**src/rtl/modulo_transmissor_ataque_pkg.sv**
```systemverilog
// Shared definitions for the attack link: FSM states, frame sizes, error codes
// and the mapping from a (col, lin) shot to its bit in the 35-cell board mask.
// Latency: n/a. Backpressure: n/a.
package modulo_transmissor_ataque_pkg;

  typedef enum logic [2:0] {
    ST_IDLE      = 3'd0,
    ST_CHECK     = 3'd1,
    ST_TX        = 3'd2,
    ST_WAIT_RESP = 3'd3,
    ST_RX        = 3'd4,
    ST_DONE      = 3'd5
  } state_e;

  localparam int TX_BITS     = 9;   // start, 6 coord bits, parity, stop
  localparam int RX_BITS     = 4;   // start, h, ~h, stop
  localparam int N_CELLS     = 35;
  localparam int MATRIX_COLS = 5;

  localparam logic [1:0] ERR_OK     = 2'b00;
  localparam logic [1:0] ERR_COORD  = 2'b01;
  localparam logic [1:0] ERR_REPEAT = 2'b10;
  localparam logic [1:0] ERR_LINK   = 2'b11;

  localparam logic [5:0] HIT_MAX = 6'd35;

  // Board matrix is stored line 0 first in the top bits: cell (0,0) is bit 34.
  // Only meaningful for in-range coordinates.
  function automatic logic [5:0] cell_idx(input logic [2:0] col, input logic [2:0] lin);
    logic [5:0] col_w;
    logic [5:0] lin_w;
    col_w = {3'b000, col};
    lin_w = {3'b000, lin};
    return 6'(N_CELLS - 1) - (lin_w * 6'(MATRIX_COLS) + col_w);
  endfunction

endpackage

```
**src/rtl/modulo_transmissor_ataque_rx.sv**
```systemverilog
// Reply receiver: 2-flop synchroniser on rx_resp, mid-bit sampler and 4-bit reply check.
// Latency: done pulses in the last cycle of the (synchronised) stop bit, 4*BIT_TICKS cycles after arm.
// Backpressure: none; arm restarts the receiver, results are valid only while done is high.
// Ports: clk/clr (async, active-low); rx_resp raw serial in; arm marks the start-bit detect
//        cycle; rx_low synchronised line level (inverted); done/ok/hit reply outcome.
module modulo_rx_resposta
  import modulo_transmissor_ataque_pkg::*;
#(
  parameter int BIT_TICKS = 4
) (
  input  logic clk,
  input  logic clr,
  input  logic rx_resp,
  input  logic arm,
  output logic rx_low,
  output logic done,
  output logic ok,
  output logic hit
);

  localparam int TW = (BIT_TICKS > 2) ? $clog2(BIT_TICKS) : 1;
  localparam logic [TW-1:0] TICK_LAST = TW'(BIT_TICKS - 1);
  localparam logic [TW-1:0] TICK_MID  = TW'(BIT_TICKS / 2);

  logic [1:0]    sync_q, sync_d;
  logic          active_q, active_d;
  logic [TW-1:0] tick_q, tick_d;
  logic [1:0]    bit_q, bit_d;
  logic [3:0]    samp_q, samp_d;

  always_comb begin
    sync_d   = {sync_q[0], rx_resp};
    active_d = active_q;
    tick_d   = tick_q;
    bit_d    = bit_q;
    samp_d   = samp_q;
    done     = 1'b0;

    if (arm) begin
      // The detect cycle itself counts as tick 0 of the start bit.
      active_d = 1'b1;
      tick_d   = TW'(1);
      bit_d    = 2'd0;
      samp_d   = 4'd0;
    end else if (active_q) begin
      if (tick_q == TICK_MID) begin
        samp_d = {samp_q[2:0], sync_q[1]};
      end
      if (tick_q == TICK_LAST) begin
        tick_d = '0;
        if (bit_q == 2'(RX_BITS - 1)) begin
          active_d = 1'b0;
          done     = 1'b1;
        end else begin
          bit_d = bit_q + 2'd1;
        end
      end else begin
        tick_d = tick_q + TW'(1);
      end
    end

    // Use the next-state samples so BIT_TICKS=2 (mid == last tick) still sees the stop bit.
    ok     = (samp_d[3] == 1'b0) && (samp_d[2] != samp_d[1]) && samp_d[0];
    hit    = samp_d[2];
    rx_low = ~sync_q[1];
  end

  always_ff @(posedge clk or negedge clr) begin
    if (!clr) begin
      sync_q   <= 2'b11;
      active_q <= 1'b0;
      tick_q   <= '0;
      bit_q    <= 2'd0;
      samp_q   <= 4'd0;
    end else begin
      sync_q   <= sync_d;
      active_q <= active_d;
      tick_q   <= tick_d;
      bit_q    <= bit_d;
      samp_q   <= samp_d;
    end
  end

endmodule

```
**src/rtl/modulo_transmissor_ataque.sv**
```systemverilog
// Attacker end of the attack link: validate a shot, reject repeats, serialise it, decode the reply.
// Latency: rejected shot 2 cycles; valid shot 1 + 9*BIT_TICKS + reply wait + 4*BIT_TICKS + 1 cycles.
// Backpressure: busy high from accepted send until result_valid; send edges while busy are dropped.
// Ports: clk, clr (async active-low); at_coord {col,lin}; send level; new_game; rx_resp serial in;
//        tx_serial serial out; busy; result_valid pulse; hit; err_code; hit_count (saturating).
module modulo_transmissor_ataque
  import modulo_transmissor_ataque_pkg::*;
#(
  parameter int BIT_TICKS     = 4,
  parameter int TIMEOUT_TICKS = 255,
  parameter int N_COL         = 5,
  parameter int N_LIN         = 7
) (
  input  logic       clk,
  input  logic       clr,
  input  logic [5:0] at_coord,
  input  logic       send,
  input  logic       new_game,
  input  logic       rx_resp,
  output logic       tx_serial,
  output logic       busy,
  output logic       result_valid,
  output logic       hit,
  output logic [1:0] err_code,
  output logic [5:0] hit_count
);

  localparam int TW = (BIT_TICKS > 2) ? $clog2(BIT_TICKS) : 1;
  localparam int WW = $clog2(TIMEOUT_TICKS + 1);
  localparam logic [TW-1:0] TICK_LAST = TW'(BIT_TICKS - 1);
  localparam logic [WW-1:0] WAIT_LAST = WW'(TIMEOUT_TICKS - 1);

  state_e              state_q, state_d;
  logic                send_prev_q, send_prev_d;
  logic [5:0]          coord_q, coord_d;
  logic [N_CELLS-1:0]  mask_q, mask_d;
  logic [5:0]          count_q, count_d;
  logic                hit_q, hit_d;
  logic [1:0]          err_q, err_d;
  logic [8:0]          frame_q, frame_d;
  logic [TW-1:0]       tick_q, tick_d;
  logic [3:0]          bit_q, bit_d;
  logic [WW-1:0]       wait_q, wait_d;
  logic                tx_q, tx_d;

  logic       start;
  logic       rx_arm;
  logic       rx_low;
  logic       rx_done;
  logic       rx_ok;
  logic       rx_hit;
  logic [2:0] col;
  logic [2:0] lin;
  logic [5:0] idx;

  modulo_rx_resposta #(
    .BIT_TICKS(BIT_TICKS)
  ) u_rx (
    .clk    (clk),
    .clr    (clr),
    .rx_resp(rx_resp),
    .arm    (rx_arm),
    .rx_low (rx_low),
    .done   (rx_done),
    .ok     (rx_ok),
    .hit    (rx_hit)
  );

  assign col = coord_q[5:3];
  assign lin = coord_q[2:0];
  assign idx = cell_idx(col, lin);

  always_comb begin
    state_d     = state_q;
    send_prev_d = send;
    coord_d     = coord_q;
    mask_d      = mask_q;
    count_d     = count_q;
    hit_d       = hit_q;
    err_d       = err_q;
    frame_d     = frame_q;
    tick_d      = tick_q;
    bit_d       = bit_q;
    wait_d      = wait_q;
    rx_arm      = 1'b0;
    start       = send & ~send_prev_q;

    case (state_q)
      ST_IDLE: begin
        // Clear takes effect before CHECK reads the mask, so a same-cycle shot sees a fresh board.
        if (new_game) begin
          mask_d  = '0;
          count_d = '0;
        end
        if (start) begin
          coord_d = at_coord;
          state_d = ST_CHECK;
        end
      end

      ST_CHECK: begin
        if (int'(col) >= N_COL || int'(lin) >= N_LIN) begin
          err_d   = ERR_COORD;
          hit_d   = 1'b0;
          state_d = ST_DONE;
        end else if (mask_q[idx]) begin
          err_d   = ERR_REPEAT;
          hit_d   = 1'b0;
          state_d = ST_DONE;
        end else begin
          mask_d[idx] = 1'b1;
          frame_d     = {1'b0, coord_q, ^coord_q, 1'b1};
          tick_d      = '0;
          bit_d       = 4'd0;
          state_d     = ST_TX;
        end
      end

      ST_TX: begin
        if (tick_q == TICK_LAST) begin
          tick_d = '0;
          if (bit_q == 4'(TX_BITS - 1)) begin
            wait_d  = '0;
            state_d = ST_WAIT_RESP;
          end else begin
            bit_d   = bit_q + 4'd1;
            frame_d = {frame_q[7:0], 1'b1};
          end
        end else begin
          tick_d = tick_q + TW'(1);
        end
      end

      ST_WAIT_RESP: begin
        if (rx_low) begin
          rx_arm  = 1'b1;
          state_d = ST_RX;
        end else if (wait_q == WAIT_LAST) begin
          err_d   = ERR_LINK;
          hit_d   = 1'b0;
          state_d = ST_DONE;
        end else begin
          wait_d = wait_q + WW'(1);
        end
      end

      ST_RX: begin
        if (rx_done) begin
          err_d   = rx_ok ? ERR_OK : ERR_LINK;
          hit_d   = rx_ok & rx_hit;
          state_d = ST_DONE;
          if (rx_ok && rx_hit && count_q < HIT_MAX) begin
            count_d = count_q + 6'd1;
          end
        end
      end

      ST_DONE: begin
        state_d = ST_IDLE;
      end

      default: begin
        state_d = ST_IDLE;
      end
    endcase

    // Registered line driver: follows the MSB of the frame only while transmitting.
    tx_d = (state_d == ST_TX) ? frame_d[8] : 1'b1;
  end

  always_ff @(posedge clk or negedge clr) begin
    if (!clr) begin
      state_q     <= ST_IDLE;
      send_prev_q <= 1'b0;
      coord_q     <= 6'd0;
      mask_q      <= '0;
      count_q     <= 6'd0;
      hit_q       <= 1'b0;
      err_q       <= ERR_OK;
      frame_q     <= 9'h1FF;
      tick_q      <= '0;
      bit_q       <= 4'd0;
      wait_q      <= '0;
      tx_q        <= 1'b1;
    end else begin
      state_q     <= state_d;
      send_prev_q <= send_prev_d;
      coord_q     <= coord_d;
      mask_q      <= mask_d;
      count_q     <= count_d;
      hit_q       <= hit_d;
      err_q       <= err_d;
      frame_q     <= frame_d;
      tick_q      <= tick_d;
      bit_q       <= bit_d;
      wait_q      <= wait_d;
      tx_q        <= tx_d;
    end
  end

  assign tx_serial    = tx_q;
  assign busy         = (state_q != ST_IDLE) && (state_q != ST_DONE);
  assign result_valid = (state_q == ST_DONE);
  assign hit          = hit_q;
  assign err_code     = err_q;
  assign hit_count    = count_q;

endmodule

```
**config.mk**
```make
export PLATFORM = sky130hd
export DESIGN_NAME = modulo_transmissor_ataque
export DESIGN_NICKNAME = d
export VERILOG_FILES = /design/src/rtl/modulo_transmissor_ataque_pkg.sv /design/src/rtl/modulo_transmissor_ataque_rx.sv /design/src/rtl/modulo_transmissor_ataque.sv
export SDC_FILE = /design/constraint.sdc
export NUM_CORES = 1
export LEC_CHECK = 0
export CAP_MARGIN = 10
export CORE_AREA = 2 2 98 100
export DETAILED_ROUTE_END_ITERATION = 8
export DIE_AREA = 0 0 100 102
export PLACE_DENSITY = 0.79
export REMOVE_ABC_BUFFERS = 1
export SETUP_SLACK_MARGIN = 0.2
export SLEW_MARGIN = 20
export SYNTH_ARGS = -nofsm -noshare
export SYNTH_HDL_FRONTEND = slang
export SYNTH_SLANG_ARGS = --single-unit
export TNS_END_PERCENT = 1
```
**constraint.sdc**
```tcl
create_clock -name clk -period 5 [get_ports clk]
set_input_delay 1 -clock clk [delete_from_list [all_inputs] [get_ports clk]]
set_output_delay 1 -clock clk [all_outputs]
set_load 0.01 [all_outputs]
```
==> results by group, run 1 <==
Timing
  – Min Tclk post-route: 3.814 ns
  – Fin. Hold Viols: 0
  – RSZ-0062 raised after global routing: false
  – Max Fclk: 262.2 MHz
  – Clock Skews: 0.007573 ns
  – Slew Viols, Final: 0
  – Final Setup Violations: 0
  – Worst-margin pin slew: 0.6838 ns
  – Fin Setup TNS: 0 ns
  – Rel. slew slack: 54.41%
  – Final period util: 76.27%

CTS
  – CTS tree: yes
  – Clock Path Buffers: 2
  – Sink Count: 89
  – Post-cts hold buffer count: 0
  – Worst-Skew Late Latency: 0.36 ns
  – Root Buffer: clkbuf_8
  – Clock transition at the registers of the reported paths: 0.09 ns
  – Post-CTS Repair Setup Buffers: 0
  – CTS resizes: 0
  – Total CTS buffers: 9
  – H-tree depth: 3

Critical path
  – Worst path required time: 5.25 ns
  – Worst-path fanout max: 23
  – Critical path launch point type: register
  – Critical path's slowest cell: fa_2
  – Cell mode on critical path: mux2_1
  – CP peak stage delay: 0.94 ns
  – Worst EP arrival: 4.06 ns
  – Worst setup EP type: register
  – Critical path class: register to register
  – Crit-path cells: inv_1 > ha_1 > fa_2 > mux2_1 > a221o_1 > a221oi_1 > nor4_1 > a211oi_4 > mux2_1

GRT
  – Initial antenna violation count: 0
  – Grt met3 use: 4.241%
  – Global-route wire length before repair: 16.46 mm
  – Number of global-route vias before repair: 3460
  – Grt ovf: 0
  – Total track usage: 20.41%
  – Largest net degree at the start of global routing: 53
  – M1 GR Usage: 27.95%
  – Met2 usage: 32.12%
  – Gr busiest metal: met2

Hold path
  – Hold crit path type: register to register

Route
  – WL final: 9.573 mm
  – Post-detailed-route DRC marker count: 0
  – Initial DRC Count: 290
  – Drt pass-1 iters: 6
  – Vias/cell: 5.983
  – Vias: 3530
  – Final ANT Viol Nets: 0
  – WL/cell: 16.23 um

Logic synthesis
  – Synth area leaders: dfrtp_1, dfstp_2, ha_1
  – Primary FF master, synth: dfrtp_1
  – Register area share after synthesis: 46.74%
  – Syn Area/Cell: 10.57 sq um
  – Async SR Flop Fraction: 100.0%
  – EDFF count, synth: 0
  – Synth Cell Area: 4797 sq um
  – Area share of the largest cell type after synthesis: 40.17%
  – Ys Warns: 0
  – Cell taking the most area after synthesis: dfrtp_1
  – Post-Synthesis Cells: 454
  – Post-synth cell types: 65
  – Seq cells post-synth: 89

Finish
  – ANT cells: 0
  – Final instance area: 5253 sq um
  – Area grow syn2layout: 9.494%
  – Share of cells above drive strength 1: 14.41%
  – Nets: 507
  – Fillers: 759

Placement
  – IO buf count: 22
  – GPL Wtd Cong: 0.8531
  – Placed inst area: 5087 sq um
  – Post-DP HPWL: 6.941 mm

Floorplanning
  – Initial Utilization: 52.66%
  – # rows: 35
  – Top Ports: 23
  – Die footprint: 10200 sq um
  – Core box area: 9109 sq um
  – Die X: 100 um
  – Die H: 102 um

Flow run
  – Max-cap violations: 0

Outcome
  – Status: finished, final reports clean
==> cell usage in the layout, fill, tap and decap left out, types with 4 or more instances in the layout <==
cell             netlist  layout
or3_1                 13      13
mux2_1                 7       7
and3_1                 4       4
nand2_1               52      52
inv_1                 22      22
clkbuf_8               0       9
a21o_1                 4       4
ha_1                  20      20
mux2_2                10      10
nand4_1                7       7
nand2b_1               4       4
dfrtp_1               77      77
nand3_1               13      13
buf_4                  1       4
nand3b_1               6       6
clkdlybuf4s50_1        0      21
and2_1                 7       7
nor2_1                24      24
mux2i_1               12      12
a221o_1                9       9
xnor2_1                4       4
o21ai_0                6       6
o21ai_2                8       8
xor2_1                 8       8
nor2b_1                7       7
o21ai_1               31      31
nor3_1                 8       8
o31ai_1                4       4
a21oi_1               12      12
dfstp_2               12      12
==> critical path, delay by kind of cell, from the launching register on <==
| family | cells | cell delay, ns |
|---|---|---|
| AO/OA/AOI/OAI | 3 | 1.11 |
| adder cells (fa/ha/maj) | 2 | 1.16 |
| buffers and inverters | 1 | 0.08 |
| flip-flops | 1 | 0.41 |
| multiplexers | 2 | 0.74 |
| AND/OR/NAND/NOR | 1 | 0.19 |
==> stage by stage <==
| stage | utilization [%] | std cells | hold slack [ns] | worst slack [ns] |
|---|---|---|---|---|
| CTS | 57.64 | 590 | 0.3603 | 0.8583 |
| global placement | 55.85 | 574 | 0.3469 | 1.086 |
| floorplan | - | 438 | 0.3452 | 1.394 |
| global route | 57.66 | 590 | 0.3642 | 0.9926 |
| detailed placement | 55.85 | 574 | 0.3473 | 0.8791 |
| finish | 57.66 | 590 | 0.3582 | 1.186 |
==> worst paths after layout <==
check,startpoint,end,slack (ns),depth (start not counted)
hold reg to reg,u_rx.sync_q[0],u_rx.sync_q[1],0.36,0
setup / recovery,coord_q[0],err_code[0],1.19,9
max in group asynchronous,clr,mask_q[15],3.39,2
hold / removal,u_rx.sync_q[0],u_rx.sync_q[1],0.36,0
min in group asynchronous,clr,wait_q[0],0.60,1
setup reg to reg,coord_q[0],err_code[0],1.19,9
==> logic make-up (layout without fill, tap and decap cells) <==
logic type               after synthesis  after routing  synth area share [%]
XOR/XNOR                              12             12                 2.191
AO/OA/AOI/OAI                        103            103                 16.56
buffers and inverters                 39             64                 3.652
AND/OR/NAND/NOR                      158            158                 17.37
multiplexers                          31             31                 7.434
adder cells (fa/ha/maj)               22             22                 6.051
flip-flops                            89             89                 46.74
==> metal layers <==
layer | vias to the layer above | routed length (um)
li1 | 1675 | -
met1 | 1740 | 4437
met2 | 99 | 4480
met3 | 16 | 465
met4 | 0 | 189
met5 | - | 0
==> area by class of cell <==
| class | count | area [sq um] | share of cell area, % |
|---|---|---|---|
| multi-input combinational | 326 | 2382 | 45.35 |
| sequential | 89 | 2242 | 42.69 |
| timing repair buffer | 25 | 240.2 | 4.574 |
| tap | 111 | 138.9 | 2.644 |
| clock buffer | 10 | 127.6 | 2.430 |
| inverter | 23 | 86.33 | 1.644 |
| clock inverter | 6 | 35.03 | 0.6670 |
==> registers in the layout, summed over array words and instances (netlist names) <==
signal and count:
tick_q 2, wait_q 8, state_q 3, err_code 2, send_prev_q 1, u_rx.active_q 1
hit 1, hit_count 6, u_rx.tick_q 2, tx_serial 1, u_rx.sync_q 2, u_rx.samp_q 4
coord_q 6, bit_q 4, mask_q 35, frame_q 9, u_rx.bit_q 2
==> cells in the mapped netlist (4+ instances only) <==
cell,count
nand2b_1,4
nand2_1,52
and3_1,4
ha_1,20
mux2i_1,12
dfstp_2,12
xnor2_1,4
dfrtp_1,77
mux2_2,10
o21ai_1,31
nand3_1,13
nor3_1,8
a21o_1,4
nand3b_1,6
a21oi_1,12
nand4_1,7
inv_1,22
xor2_1,8
and2_1,7
nor2_1,24
o21ai_0,6
mux2_1,7
a221o_1,9
nor2b_1,7
clkbuf_1,10
o31ai_1,4
o21ai_2,8
or3_1,13
Power of run 1 is left out: the tool's default activity adds up to more than one toggle a clock period on the data nets, which glitch-free logic cannot reach.
==> run 2, diff against run 1 <==
==> constraint.sdc (replaced) <==
create_clock -name clk -period 3.98 [get_ports clk]
set_input_delay 0.796 -clock clk [delete_from_list [all_inputs] [get_ports clk]]
set_output_delay 0.796 -clock clk [all_outputs]
set_load 0.01 [all_outputs]
==> run 2 against run 1 <==
Net effect: global-route usage grew 0.36 points; worst setup slack worse by 0.84 ns; cell count up 0.17%; non-clock buffer count rose by 1; fmax grew 5.0%; utilization up 0.87 points; clock skew grew 0.0067 ns; wire length increased by 3.3%; sequential share of layout area down 0.63 points; critical path depth grew 3; count of clock-buffer cells in the layout stayed put.
==> results by group, run 2 (synthesis results as in run 1) <==
Hold path
  – Hold depth: 0 (unchanged)
  – Hold crit path type: register to register
  – Hold Path Sink: u_rx.sync_q[1]
  – Worst Hold Launch: u_rx.sync_q[0]

GRT
  – Number of global-route vias before repair: 3473 (+0.38%)
  – Initial antenna violation count: 0 (unchanged)
  – Grt ovf: 0 (unchanged)
  – Total track usage: 20.77% (+0.36 points)
  – Largest net degree at the start of global routing: 90 (+70%)
  – Global-route wire length before repair: 16.73 mm (+1.7%)

Timing
  – Slew Viols, Final: 0 (unchanged)
  – Max Fclk: 275.3 MHz (+5.0%)
  – Final worst slack: 0.3473 ns (-0.8391 ns)
  – Final Setup Violations: 0 (unchanged)
  – Fin Setup TNS: 0 ns (unchanged)
  – RSZ-0062 raised after global routing: false
  – Worst-margin pin slew: 0.7851 ns (+0.1013 ns)
  – Final period util: 91.27% (+15 points)
  – Min Tclk post-route: 3.633 ns (-0.1809 ns)
  – Fin. Hold Viols: 0 (unchanged)
  – Clock Skews: 0.01424 ns (+0.006668 ns)
  – Rel. slew slack: 47.66% (-6.8 points)

Finish
  – Biggest regs: mask_q (35), frame_q (9), wait_q (8)
  – Most frequent cells in the layout: dfrtp_1, nand2_1, o21ai_1
  – Nets: 508 (+0.20%)
  – Area grow syn2layout: 11.14%
  – Max reg flops: 35 (unchanged)
  – Commonest non-fill, non-tap cell in the layout: dfrtp_1
  – ANT cells: 0 (unchanged)
  – Final Instance Count excl. Fillers: 591 (+0.17%)
  – Final instance area: 5331 sq um (+1.5%)
  – Largest register by flop count: mask_q
  – Share of cells above drive strength 1: 15.00% (+0.59 points)

Critical path
  – Crit-path cells: ha_1 > ha_1 > inv_1 > ha_1 > inv_1 > fa_2 > mux4_2 > or3_1 > o2111ai_4 > nand4_1 > or2_1 > o21ai_2
  – Critical path's slowest cell: fa_2
  – CP peak stage delay: 0.61 ns (-0.33 ns)
  – Cell mode on critical path: ha_1
  – R2R setup slack: 0.35 ns (-0.84 ns)
  – Worst path required time: 4.27 ns (-0.98 ns)
  – Cell family with most CP delay: adder cells
  – Worst-path fanout max: 8 (-65%)
  – Critical path class: register to register
  – FF-to-FF End: mask_q[23]
  – CP Buf/Inv Count: 2 (+1)
  – R2R cell count: 12 (+3)
  – FF-to-FF Start: coord_q[5]
  – Worst setup EP type: register
  – Stages on worst setup path: 12 (+3)
  – Critical path launch point type: register
  – Worst EP arrival: 3.92 ns (-0.14 ns)

Floorplanning
  – Die H: 102 um (unchanged)
  – Die footprint: 10200 sq um (unchanged)
  – Core box area: 9109 sq um (unchanged)
  – # rows: 35 (unchanged)
  – Initial Utilization: 52.66% (unchanged)
  – Top Ports: 23 (unchanged)
  – Die X: 100 um (unchanged)

Placement
  – IO buf count: 22 (unchanged)
  – Placement Setup Slack: 0.2630 ns (-0.6160 ns)
  – Placed insts: 574 (unchanged)
  – Placed inst area: 5100 sq um (+0.25%)
  – Post-DP HPWL: 7.127 mm (+2.7%)
  – GPL Wtd Cong: 0.8251 (-3.3%)

Route
  – Vias/cell: 6.020 (+0.62%)
  – WL met3: 470 um (+1.1%)
  – Drt pass-1 iters: 7 (+1)
  – WL final: 9.890 mm (+3.3%)
  – Vias: 3558 (+0.79%)
  – Metal-1 WL: 4.463 mm (+0.59%)
  – Initial DRC Count: 188 (-35%)
  – Uppermost layer routed: met4
  – DR WL met2: 4.778 mm (+6.7%)
  – WL/cell: 16.73 um (+3.1%)
  – Final ANT Viol Nets: 0 (unchanged)
  – Post-detailed-route DRC marker count: 0 (unchanged)

CTS
  – Sink Count: 89 (unchanged)
  – Clock transition at the registers of the reported paths: 0.09 ns (about the same)
  – CTS tree: yes
  – Root Buffer: clkbuf_8
  – H-tree depth: 3 (unchanged)
  – Post-cts hold buffer count: 0 (unchanged)
  – Clock Path Buffers: 2 (unchanged)
  – Worst-Skew Late Latency: 0.37 ns (about the same)
  – Total CTS buffers: 9 (unchanged)

Flow run
  – Max-cap violations: 0 (unchanged)

Outcome
  – Status: finished, final reports clean
-- run 2: cell count changes in the layout (fill, tap and decap cells not counted) --
cell,previous run,this run
buf_6,0,1
clkinv_2,3,1
buf_4,4,2
clkbuf_8,9,10
buf_12,0,2
clkinv_1,1,0
clkinv_4,1,2
clkinvlp_4,1,2
bufinv_16,0,1
clkbuf_1,1,0
-- run 2: worst max path at each step --
| stage | slack (ns) | to | start |
|---|---|---|---|
| after floorplan | 0.37 | err_code[0] | coord_q[0] |
| after global placement | 0.43 | hit | coord_q[0] |
| after detailed placement | 0.26 | hit | coord_q[5] |
| after CTS | 0.26 | err_code[1] | coord_q[5] |
| after global routing | 0.20 | hit | coord_q[0] |
| final | 0.35 | mask_q[23] | coord_q[5] |
-- run 2: stage by stage --
step / hold WS [ns] / util, %
after global routing: 0.3722 / 58.53
final: 0.3601 / 58.53
after CTS: 0.3612 / 58.24
after detailed placement: 0.3507 / 55.99
after floorplan: 0.3452 / -
after global placement: 0.3465 / 55.99
-- run 2: layout make-up --
cell class	instances	area (sq um)
Multi-Input combinational cell	326	2382
Inverter	23	86.33
Tap cell	111	138.9
Fill cell	754	3777
Clock buffer	10	137.6
Timing Repair Buffer	26	276.5
Sequential cell	89	2242
Clock inverter	6	67.56
-- run 2: routing by layer --
layer / global-route usage (%) / vias up
met3: 5.130 / 19
li1: - / 1682
met4: 6.849 / 0
met5: 0 / -
met2: 33.06 / 92
met1: 28.23 / 1765
-- run 2: repair_timing --
| action | 4_1_cts | 5_1_grt |
|---|---|---|
| resized for setup | 0 | 1 |
| endpoints found under the setup margin | 0 | 15 |
| buffers inserted | 0 | 1 |
Power of run 2 is left out for the same reason.
==> run 3, diff against run 2 <==
==> constraint.sdc (replaced) <==
create_clock -name clk -period 4 [get_ports clk]
set_input_delay 0.8 -clock clk [delete_from_list [all_inputs] [get_ports clk]]
set_output_delay 0.8 -clock clk [all_outputs]
set_load 0.01 [all_outputs]
==> run 3 against run 2 <==
Net effect: wire length hardly changed; global-route usage is 0.34 points lower; critical path type unchanged; final area hardly changed; register-to-register slack better by 0.03 ns; sequential cell count stayed put; fmax is 0.37% higher; first-iteration DRC count is 17% lower; worst hold slack worse by 0.00094 ns.
==> results by group, run 3 (synthesis results as in run 1) <==
Outcome
  – Status: finished, final reports clean

Critical path
  – CP Buf/Inv Count: 2 (unchanged)
  – Worst path required time: 4.24 ns (-0.03 ns)
  – CP peak stage delay: 0.56 ns (-0.05 ns)
  – Worst setup EP type: register
  – FF-to-FF Start: coord_q[0]
  – Critical path's slowest cell: ha_1
  – R2R cell count: 10 (-2)
  – Critical path launch point type: register
  – Cell family with most CP delay: adder cells
  – Crit-path cells: inv_1 > ha_1 > fa_1 > ha_1 > inv_1 > a221o_1 > a221oi_1 > nor4_1 > a211oi_4 > mux2_1
  – FF-to-FF End: hit
  – Worst EP arrival: 3.86 ns (-0.06 ns)
  – Critical path class: register to register
  – Worst-path fanout max: 11 (+3)
  – R2R setup slack: 0.38 ns (+0.03 ns)

Route
  – Drt pass-1 iters: 4 (-3)
  – Final ANT Viol Nets: 0 (unchanged)
  – Vias: 3570 (+0.34%)
  – WL final: 9.896 mm (about the same)
  – Vias/cell: 6.020 (about the same)
  – WL/cell: 16.69 um (-0.28%)
  – Initial DRC Count: 156 (-17%)
  – Post-detailed-route DRC marker count: 0 (unchanged)

GRT
  – Largest net degree at the start of global routing: 90 (unchanged)
  – Initial antenna violation count: 0 (unchanged)
  – Number of global-route vias before repair: 3498 (+0.72%)
  – Global-route wire length before repair: 16.39 mm (-2.1%)
  – Grt ovf: 0 (unchanged)
  – Total track usage: 20.43% (-0.34 points)

Finish
  – Biggest regs: mask_q (35), frame_q (9), wait_q (8)
  – Max reg flops: 35 (unchanged)
  – Most frequent cells in the layout: dfrtp_1, nand2_1, o21ai_1
  – Largest register by flop count: mask_q
  – Multi-input logic area: 2382 sq um (unchanged)
  – Area grow syn2layout: 11.03% (about the same)
  – Commonest non-fill, non-tap cell in the layout: dfrtp_1
  – ANT cells: 0 (unchanged)
  – Nets: 510 (+0.39%)
  – Share of cells above drive strength 1: 15.15% (+0.15 points)
  – FF+latch area: 2242 sq um (unchanged)
  – Fillers: 767 (+1.7%)

Placement
  – IO buf count: 22 (unchanged)
  – Post-DP HPWL: 7.131 mm (about the same)
  – GPL Wtd Cong: 0.8252 (about the same)

CTS
  – Worst-Skew Late Latency: 0.36 ns (about the same)
  – Sink Count: 89 (unchanged)
  – H-tree depth: 3 (unchanged)
  – Total CTS buffers: 9 (unchanged)
  – CTS tree: yes
  – Clock transition at the registers of the reported paths: 0.09 ns (about the same)
  – Clock Path Buffers: 2 (unchanged)
  – Post-cts hold buffer count: 0 (unchanged)
  – Root Buffer: clkbuf_8

Floorplanning
  – Top Ports: 23 (unchanged)
  – # rows: 35 (unchanged)
  – Core box area: 9109 sq um (unchanged)
  – Die footprint: 10200 sq um (unchanged)
  – Die H: 102 um (unchanged)
  – Initial Utilization: 52.66% (unchanged)
  – Die X: 100 um (unchanged)

Hold path
  – Worst Hold Launch: u_rx.sync_q[0]
  – Hold Path Sink: u_rx.sync_q[1]
  – Hold depth: 0 (unchanged)
  – Hold crit path type: register to register

Timing
  – Rel. slew slack: 46.27% (-1.4 points)
  – Fin. Hold Viols: 0 (unchanged)
  – Final period util: 90.48% (-0.80 points)
  – Fin Setup TNS: 0 ns (unchanged)
  – Min Tclk post-route: 3.619 ns (-0.01356 ns)
  – Max Fclk: 276.3 MHz (+0.37%)
  – Clock Skews: 0.01256 ns (-0.001679 ns)
  – RSZ-0062 raised after global routing: false
  – Final Setup Violations: 0 (unchanged)
  – Worst-margin pin slew: 0.8060 ns (+0.02096 ns)
  – Slew Viols, Final: 0 (unchanged)

Flow run
  – Max-cap violations: 0 (unchanged)
-- run 3: cell count changes in the layout (fill, tap and decap cells not counted), sizes merged --
cell	delta
clkbuf	+1
buf	+2
clkinvlp	-1
-- run 3: worst max-delay path by stage --
stage	start	to	slack [ns]	cells after the start
after floorplan	coord_q[0]	err_code[0]	0.39	9
after global placement	coord_q[0]	hit	0.45	12
after detailed placement	coord_q[5]	hit	0.29	12
after CTS	coord_q[5]	hit	0.25	12
after global routing	coord_q[0]	hit	0.23	12
final	coord_q[0]	hit	0.38	10
-- run 3: layout make-up --
type | instances | share of cell area [%]
Inverter | 23 | 1.621
Multi-Input combinational cell | 326 | 44.73
Clock buffer | 11 | 2.654
Clock inverter | 5 | 1.057
Tap cell | 111 | 2.607
Sequential cell | 89 | 42.10
Timing Repair Buffer | 28 | 5.238
-- run 3: repair_timing --
action,CTS,global route
setup endpoints to repair,0,13
gates resized for setup,0,1
setup buffers,0,3
-- run 3: metal layers --
layer	GRT usage, %	vias to the layer above	share of wire, %
li1	-	1682	-
met1	27.16	1799	46
met2	33.32	72	49
met3	4.925	17	3.1
met4	6.744	0	1.8
met5	0	-	0
-- run 3: worst register-to-register path: stages (launching register included) --
cell	delay, ns
dfrtp_1	0.41
inv_1	0.09
ha_1	0.21
fa_1	0.40
ha_1	0.56
inv_1	0.15
a221o_1	0.32
a221oi_1	0.52
nor4_1	0.18
a211oi_4	0.31
mux2_1	0.36
-- run 3: metrics by stage --
stage / utilization, % / instance area (sq um) / worst slack (ns) / instances / hold WS, ns
6_report: 58.48 / 5326 / 0.3808 / 593 / 0.3592
5_1_grt: 58.48 / 5326 / 0.2259 / 593 / 0.3642
4_1_cts: 58.16 / 5298 / 0.2495 / 590 / 0.3610
3_5_place_dp: 55.99 / 5100 / 0.2870 / 574 / 0.3508
3_3_place_gp: 55.99 / 5100 / 0.4488 / 574 / 0.3465
2_1_floorplan: - / 4708 / 0.3939 / 438 / 0.3452
Power of run 3 is left out for the same reason.
